[config.mk]
export PLATFORM = sky130hd
export DESIGN_NAME = fx2fp_seq_flat
export DESIGN_NICKNAME = d
export VERILOG_FILES = /design/src/rtl/fx2fp_pkg.sv /design/src/rtl/fx2fp_seq_if.sv /design/src/rtl/fx2fp_pack.sv /design/src/rtl/fx2fp_seq.sv /design/src/flat_wrapper.sv
export SDC_FILE = /design/constraint.sdc
export NUM_CORES = 1
export LEC_CHECK = 0
export BUFFER_PORTS_ARGS = -buffer_cell sky130_fd_sc_hd__buf_2
export CAP_MARGIN = 15
export CORE_MARGIN = 8
export CORE_UTILIZATION = 45
export DETAILED_ROUTE_END_ITERATION = 12
export PLACE_DENSITY = 0.67
export SYNTH_ARGS = -nofsm -noshare
export SYNTH_HDL_FRONTEND = slang
export SYNTH_SLANG_ARGS = --single-unit
[constraint.sdc]
create_clock -name clk -period 2.35 [get_ports clk]
set_input_delay 0.1175 -clock clk [delete_from_list [all_inputs] [get_ports clk]]
set_output_delay 0.1175 -clock clk [all_outputs]
set_load 0.02 [all_outputs]
[src/rtl/fx2fp_pkg.sv]
// Shared types and width helpers for the fixed-point to float converter.
package fx2fp_pkg;

    typedef enum logic [2:0] {
        StIdle,
        StLoad,
        StNorm,
        StRound,
        StDone
    } state_t;

    function automatic int unsigned bias(input int unsigned exp_w);
        return (1 << (exp_w - 1)) - 1;
    endfunction

    // Shift count runs 0..IN_W-1
    function automatic int unsigned cnt_w(input int unsigned in_w);
        return $clog2(in_w);
    endfunction

    // Signed exponent working width, with room for the rounding carry and negative values
    function automatic int unsigned exp_calc_w(input int unsigned in_w, input int unsigned exp_w);
        return $clog2(in_w + (1 << exp_w)) + 2;
    endfunction

endpackage

[src/rtl/fx2fp_seq_if.sv]
// Start/done coprocessor bus between the converter and its requester.
interface fx2fp_seq_if #(
    parameter int unsigned IN_W  = 16,
    parameter int unsigned OUT_W = 16
);
    logic             start;
    logic [IN_W-1:0]  din;
    logic [OUT_W-1:0] dout;
    logic             done;
    logic             busy;
    logic             ovf;
    logic             unf;
    logic             inexact;

    modport master (output start, din, input dout, done, busy, ovf, unf, inexact);
    modport slave  (input start, din, output dout, done, busy, ovf, unf, inexact);
endinterface

[src/rtl/fx2fp_pack.sv]
// Combinational rounding and packing of a normalised magnitude into {sign, exp, man}.
// ROUND_NEAREST_EN selects round-to-nearest-even; otherwise the mantissa is truncated.
module fx2fp_pack
    import fx2fp_pkg::*;
#(
    parameter int unsigned IN_W   = 16,
    parameter int unsigned FRAC_W = 8,
    parameter int unsigned EXP_W  = 5,
    parameter int unsigned MAN_W  = 10,
    localparam int unsigned CNT_W = cnt_w(IN_W),
    localparam int unsigned OUT_W = 1 + EXP_W + MAN_W
) (
    input  logic             sign_i,
    input  logic [IN_W-1:0]  mag_i,
    input  logic [CNT_W-1:0] cnt_i,
    output logic [OUT_W-1:0] dout_o,
    output logic             ovf_o,
    output logic             unf_o,
    output logic             inexact_o
);
    localparam int unsigned E_W = exp_calc_w(IN_W, EXP_W);
    localparam int unsigned FB  = IN_W - 1;
    // Bits below the hidden one, zero padded so guard/sticky always exist
    localparam int unsigned XW  = FB + MAN_W + 2;

    logic [XW-1:0]         ext;
    logic [MAN_W-1:0]      man;
    logic                  guard;
    logic                  sticky;
    logic signed [E_W-1:0] e;

    always_comb begin
        ext    = {mag_i[FB-1:0], {(MAN_W + 2){1'b0}}};
        man    = ext[XW-1 -: MAN_W];
        guard  = ext[XW-1-MAN_W];
        sticky = |ext[XW-2-MAN_W:0];
        e      = $signed(E_W'(IN_W - 1 - FRAC_W + bias(EXP_W))) - $signed(E_W'(cnt_i));
`ifdef ROUND_NEAREST_EN
        if (guard && (sticky || man[0])) begin
            if (&man) begin
                man = '0;
                e   = e + $signed(E_W'(1));
            end else begin
                man = man + MAN_W'(1);
            end
        end
`endif
        dout_o    = {sign_i, e[EXP_W-1:0], man};
        ovf_o     = 1'b0;
        unf_o     = 1'b0;
        inexact_o = guard | sticky;
        if (mag_i == '0) begin
            dout_o    = '0;
            inexact_o = 1'b0;
        end else if (e >= $signed(E_W'((1 << EXP_W) - 1))) begin
            dout_o = {sign_i, {EXP_W{1'b1}}, {MAN_W{1'b0}}};
            ovf_o  = 1'b1;
        end else if (e <= $signed(E_W'(0))) begin
            dout_o    = {sign_i, {(EXP_W + MAN_W){1'b0}}};
            unf_o     = 1'b1;
            inexact_o = 1'b1;
        end
    end
endmodule

[src/rtl/fx2fp_seq.sv]
// Sequential signed fixed-point to float converter, one normalising shift per cycle.
// Rounding mode is set by the ROUND_NEAREST_EN macro inside fx2fp_pack.
module fx2fp_seq
    import fx2fp_pkg::*;
#(
    parameter int unsigned IN_W   = 16,
    parameter int unsigned FRAC_W = 8,
    parameter int unsigned EXP_W  = 5,
    parameter int unsigned MAN_W  = 10
) (
    input  logic        clk,
    input  logic        reset,
    fx2fp_seq_if.slave  bus
);
    localparam int unsigned CNT_W = cnt_w(IN_W);
    localparam int unsigned OUT_W = 1 + EXP_W + MAN_W;

    state_t             state_q, state_d;
    logic               start_q, start_d;
    logic [IN_W-1:0]    din_q, din_d;
    logic               sign_q, sign_d;
    logic [IN_W-1:0]    mag_q, mag_d;
    logic [CNT_W-1:0]   cnt_q, cnt_d;
    logic [OUT_W-1:0]   dout_q, dout_d;
    logic               done_q, done_d;
    logic               ovf_q, ovf_d;
    logic               unf_q, unf_d;
    logic               inexact_q, inexact_d;

    logic [OUT_W-1:0]   pk_dout;
    logic               pk_ovf, pk_unf, pk_inexact;
    logic               accept;
    logic [IN_W-1:0]    neg;

    fx2fp_pack #(
        .IN_W   (IN_W),
        .FRAC_W (FRAC_W),
        .EXP_W  (EXP_W),
        .MAN_W  (MAN_W)
    ) u_pack (
        .sign_i    (sign_q),
        .mag_i     (mag_q),
        .cnt_i     (cnt_q),
        .dout_o    (pk_dout),
        .ovf_o     (pk_ovf),
        .unf_o     (pk_unf),
        .inexact_o (pk_inexact)
    );

    assign accept = bus.start & ~start_q & ((state_q == StIdle) | (state_q == StDone));

    always_comb begin
        state_d   = state_q;
        start_d   = bus.start;
        din_d     = din_q;
        sign_d    = sign_q;
        mag_d     = mag_q;
        cnt_d     = cnt_q;
        dout_d    = dout_q;
        done_d    = done_q;
        ovf_d     = ovf_q;
        unf_d     = unf_q;
        inexact_d = inexact_q;
        neg       = -din_q;
        unique case (state_q)
            StIdle, StDone: begin
                if (accept) begin
                    din_d   = bus.din;
                    done_d  = 1'b0;
                    state_d = StLoad;
                end
            end
            StLoad: begin
                sign_d  = din_q[IN_W-1];
                mag_d   = din_q[IN_W-1] ? neg : din_q;
                cnt_d   = '0;
                // Zero skips normalisation but still passes through ROUND, which packs +0
                state_d = (mag_d == '0) ? StRound : StNorm;
            end
            StNorm: begin
                if (mag_q[IN_W-1]) begin
                    state_d = StRound;
                end else begin
                    mag_d = mag_q << 1;
                    cnt_d = cnt_q + CNT_W'(1);
                end
            end
            StRound: begin
                dout_d    = pk_dout;
                ovf_d     = pk_ovf;
                unf_d     = pk_unf;
                inexact_d = pk_inexact;
                done_d    = 1'b1;
                state_d   = StDone;
            end
            default: state_d = StIdle;
        endcase
    end

    always_ff @(posedge clk or negedge reset) begin
        if (!reset) begin
            state_q   <= StIdle;
            start_q   <= 1'b0;
            din_q     <= '0;
            sign_q    <= 1'b0;
            mag_q     <= '0;
            cnt_q     <= '0;
            dout_q    <= '0;
            done_q    <= 1'b0;
            ovf_q     <= 1'b0;
            unf_q     <= 1'b0;
            inexact_q <= 1'b0;
        end else begin
            state_q   <= state_d;
            start_q   <= start_d;
            din_q     <= din_d;
            sign_q    <= sign_d;
            mag_q     <= mag_d;
            cnt_q     <= cnt_d;
            dout_q    <= dout_d;
            done_q    <= done_d;
            ovf_q     <= ovf_d;
            unf_q     <= unf_d;
            inexact_q <= inexact_d;
        end
    end

    assign bus.dout    = dout_q;
    assign bus.done    = done_q;
    assign bus.busy    = (state_q == StLoad) | (state_q == StNorm) | (state_q == StRound);
    assign bus.ovf     = ovf_q;
    assign bus.unf     = unf_q;
    assign bus.inexact = inexact_q;
endmodule
[src/flat_wrapper.sv]
// flat-port wrapper written by rule: the top's interface ports become plain ports
module fx2fp_seq_flat import fx2fp_pkg::*;
#(
    parameter int unsigned IN_W   = 16,
    parameter int unsigned FRAC_W = 8,
    parameter int unsigned EXP_W  = 5,
    parameter int unsigned MAN_W  = 10
)
  (clk, reset, bus_start, bus_din, bus_dout, bus_done, bus_busy, bus_ovf, bus_unf, bus_inexact);
  fx2fp_seq_if #(.IN_W(IN_W)) bus_i ();
  input  logic clk;
  input  logic reset;
  input wire logic [$bits(bus_i.start)-1:0] bus_start;
  input wire logic [$bits(bus_i.din)-1:0] bus_din;
  output wire logic [$bits(bus_i.dout)-1:0] bus_dout;
  output wire logic [$bits(bus_i.done)-1:0] bus_done;
  output wire logic [$bits(bus_i.busy)-1:0] bus_busy;
  output wire logic [$bits(bus_i.ovf)-1:0] bus_ovf;
  output wire logic [$bits(bus_i.unf)-1:0] bus_unf;
  output wire logic [$bits(bus_i.inexact)-1:0] bus_inexact;
  assign bus_i.start = bus_start;
  assign bus_i.din = bus_din;
  assign bus_dout = bus_i.dout;
  assign bus_done = bus_i.done;
  assign bus_busy = bus_i.busy;
  assign bus_ovf = bus_i.ovf;
  assign bus_unf = bus_i.unf;
  assign bus_inexact = bus_i.inexact;
  fx2fp_seq #(.IN_W(IN_W), .FRAC_W(FRAC_W), .EXP_W(EXP_W), .MAN_W(MAN_W)) u_core (.clk(clk), .reset(reset), .bus(bus_i));
endmodule
==> metrics.txt <==
top cells by area, synth dfrtp_1 51%, mux2_2 5.2%, o21ai_0 4.5%; PortBufs 39; crit-path max cell delay 0.69 ns; Die X 97.93 microns; DRC 0; fin crit share 95.74%; Mapped Nets 313; final cell count without fillers 430; synthesis-to-finish area growth 20.09%; deepest level of the CTS H-tree 3; status complete, no violations; critical path fanouts, max 4; Post-synth top cells 61 x dfrtp_1, 35 x nand2_1, 27 x o21ai_0; grt total ovfl 0; WP data arrival 2.53 ns; Synth Instances 290; cell area power density 1427 mW/mm^2; Slowest cell on crit path or4b_2; Tot Pwr 5.176 mW; WS Path Type reg -> reg; CTS Buf Count 9; vias in the first global route 2,258; Final Setup Violations 0; max-slew violation count 0; flops & latches, synth 61; Clock Skew 0.005692 ns; Setup crit start kind flip-flop; Post-CTS Setup Bufs 0; setup tns final 0 ns; Worst slew margin 39.64%; CTS tree done; Buf+Inv Stages, Crit Path 0; Core Region 0.006644 sq mm; CTS Root Buffer Type clkbuf_8; First-pass DRT Iterations 5; ant diodes 0; wire per inst 15.43 microns; final instance area 0.003627 sq mm; Synth area leader dfrtp_1; share of layout cells above drive strength 1 26.29%; initial antenna violation count 0; Syn Area/Cell 10.42 sq um; leakage power 1.667 nW; WP data required 2.63 ns; Initial Util 45.46%; min Tclk post-route 2.250 ns; count leader, synth dfrtp_1; Hold Crit Class in -> reg; CP cell instances or3_1 -> or4b_2 -> o311a_1 -> a2111oi_4 -> a31o_1; number of synthesized flops with an enable pin 0; final net count 368; Initial DRC Count 71; cell family with most CP delay simple AND/OR/NAND/NOR gates; Finished Core Util 54.60%; I/O pins 40; Vias/cell 5.533; Vert. Die Dim 97.93 microns; Inst Count DP 403; Fill cells 590; synth warn 0; VDD IR-drop max 704.3 uV; Clock Path Buffers 2; DP HPWL 4724 microns; top_reg_cell synth dfrtp_1; placed inst area 0.003326 sq mm; crit end category flip-flop; fmax 444.5 MHz; RePlAce Congestion 0.8585; Clock Latency Late Sink 0.34 ns; Hold WS 0.009899 ns; Cell variety after synth 47; Final ANT Viol Nets 0; num rows 30; Sink Count 61; first-pass GRT wire length 11,050 microns; Netlist Area Pre-Place 0.003020 sq mm; Synth top area share 50.54%; largest net degree at the start of global routing 42; max-cap viol count 0; asr flop ratio synth 100.0%; worst-margin pin slew 0.9054 ns; Post-Route WL 6633 microns; via count 2,379; share of the yosys chip area belonging to registers 50.54%; gr usage total 14.46%; RSZ-0062 raised after global routing no; Place WS 0.1464 ns; Clock Pin Slew Worst Setup and Hold Paths 0.07 ns; Setup WS post-layout 0.1001 ns; final hold viol count 0; Die Footprint 0.009589 sq mm
[layout make-up]
| cell class | count | area, sq um | share of cell area [%] |
|---|---|---|---|
| clock inverters | 4 | 22.52 | 0.6209 |
| well taps | 80 | 100.1 | 2.760 |
| multi-input cells | 201 | 1374 | 37.88 |
| clock buffers | 12 | 155.1 | 4.277 |
| repair buffers | 66 | 426.7 | 11.76 |
| flip-flops and latches | 61 | 1526 | 42.08 |
| inverters | 6 | 22.52 | 0.6209 |
[cell usage in the layout, fill, tap and decap left out, drive strengths merged, types with 6 or more instances in the layout]
cell,netlist,layout
a22oi,13,13
dlygate4sd3,0,10
clkbuf,16,12
xnor2,6,6
a22o,12,12
dfrtp,61,61
inv,6,6
nor2,16,16
buf,6,56
o21ai,27,27
xor2,11,11
mux2,14,14
or3,7,7
nand2,35,35
[final timing paths]
kind                                       end  slack, ns                from  depth (start not counted)
max                          u_core.state_q[0]       0.10     u_core.din_q[3]                          5
min                            u_core.din_q[4]       0.01          bus_din[4]                          2
max in group asynchronous   u_core.bus.dout[1]       1.21               reset                          3
max reg2reg                  u_core.state_q[0]       0.10     u_core.din_q[3]                          5
min in group asynchronous  u_core.bus.dout[13]       0.44               reset                          2
min reg2reg                 u_core.bus.dout[6]       0.48  u_core.bus.dout[6]                          2
[power by group]
| group | leakage (nW) | switching, mW | internal (mW) |
|---|---|---|---|
| registers | 0.766 | 0.420 | 1.52 |
| logic | 0.809 | 1.36 | 1.04 |
| clock network | 0.0921 | 0.405 | 0.435 |
| total | 1.67 | 2.18 | 2.99 |
[cell families (layout without fill, tap and decap cells)]
group                      after synthesis  after routing  synth area share [%]
xor gates and xnor gates                17             17                 4.929
DFF                                     61             61                 50.54
buffers and inverters                   28             88                 4.557
and+or+nand+nor                         89             89                 14.79
muxes                                   17             17                 6.214
adders and majority gates                4              4                 1.657
AOI/OAI and AO/OA                       74             74                 17.32
[routing by layer]
layer | GRT usage (%) | wire length (microns) | vias up
met5 | 0 | 0 | -
met4 | 7.434 | 133 | 0
met3 | 4.552 | 372 | 13
met2 | 22.76 | 3082 | 64
met1 | 17.36 | 3045 | 1144
li1 | - | - | 1158
[repair_timing]
| item | 4_1_cts | 5_1_grt |
|---|---|---|
| setup endpoints to repair | 0 | 1 |
| resized for setup | 0 | 1 |
| endpoints found under the hold margin | 43 | 5 |
| hold buffers | 5 | 5 |
[state kept, by name, indices dropped and copies added (netlist names)]
signal	cells
u_core.bus.done	1
u_core.bus.unf	1
u_core.bus.inexact	1
u_core.start_q	1
u_core.sign_q	1
u_core.din_q	16
u_core.bus.dout	16
u_core.mag_q	16
u_core.bus.ovf	1
u_core.state_q	3
u_core.cnt_q	4
(Power assumes the default switching activity.)
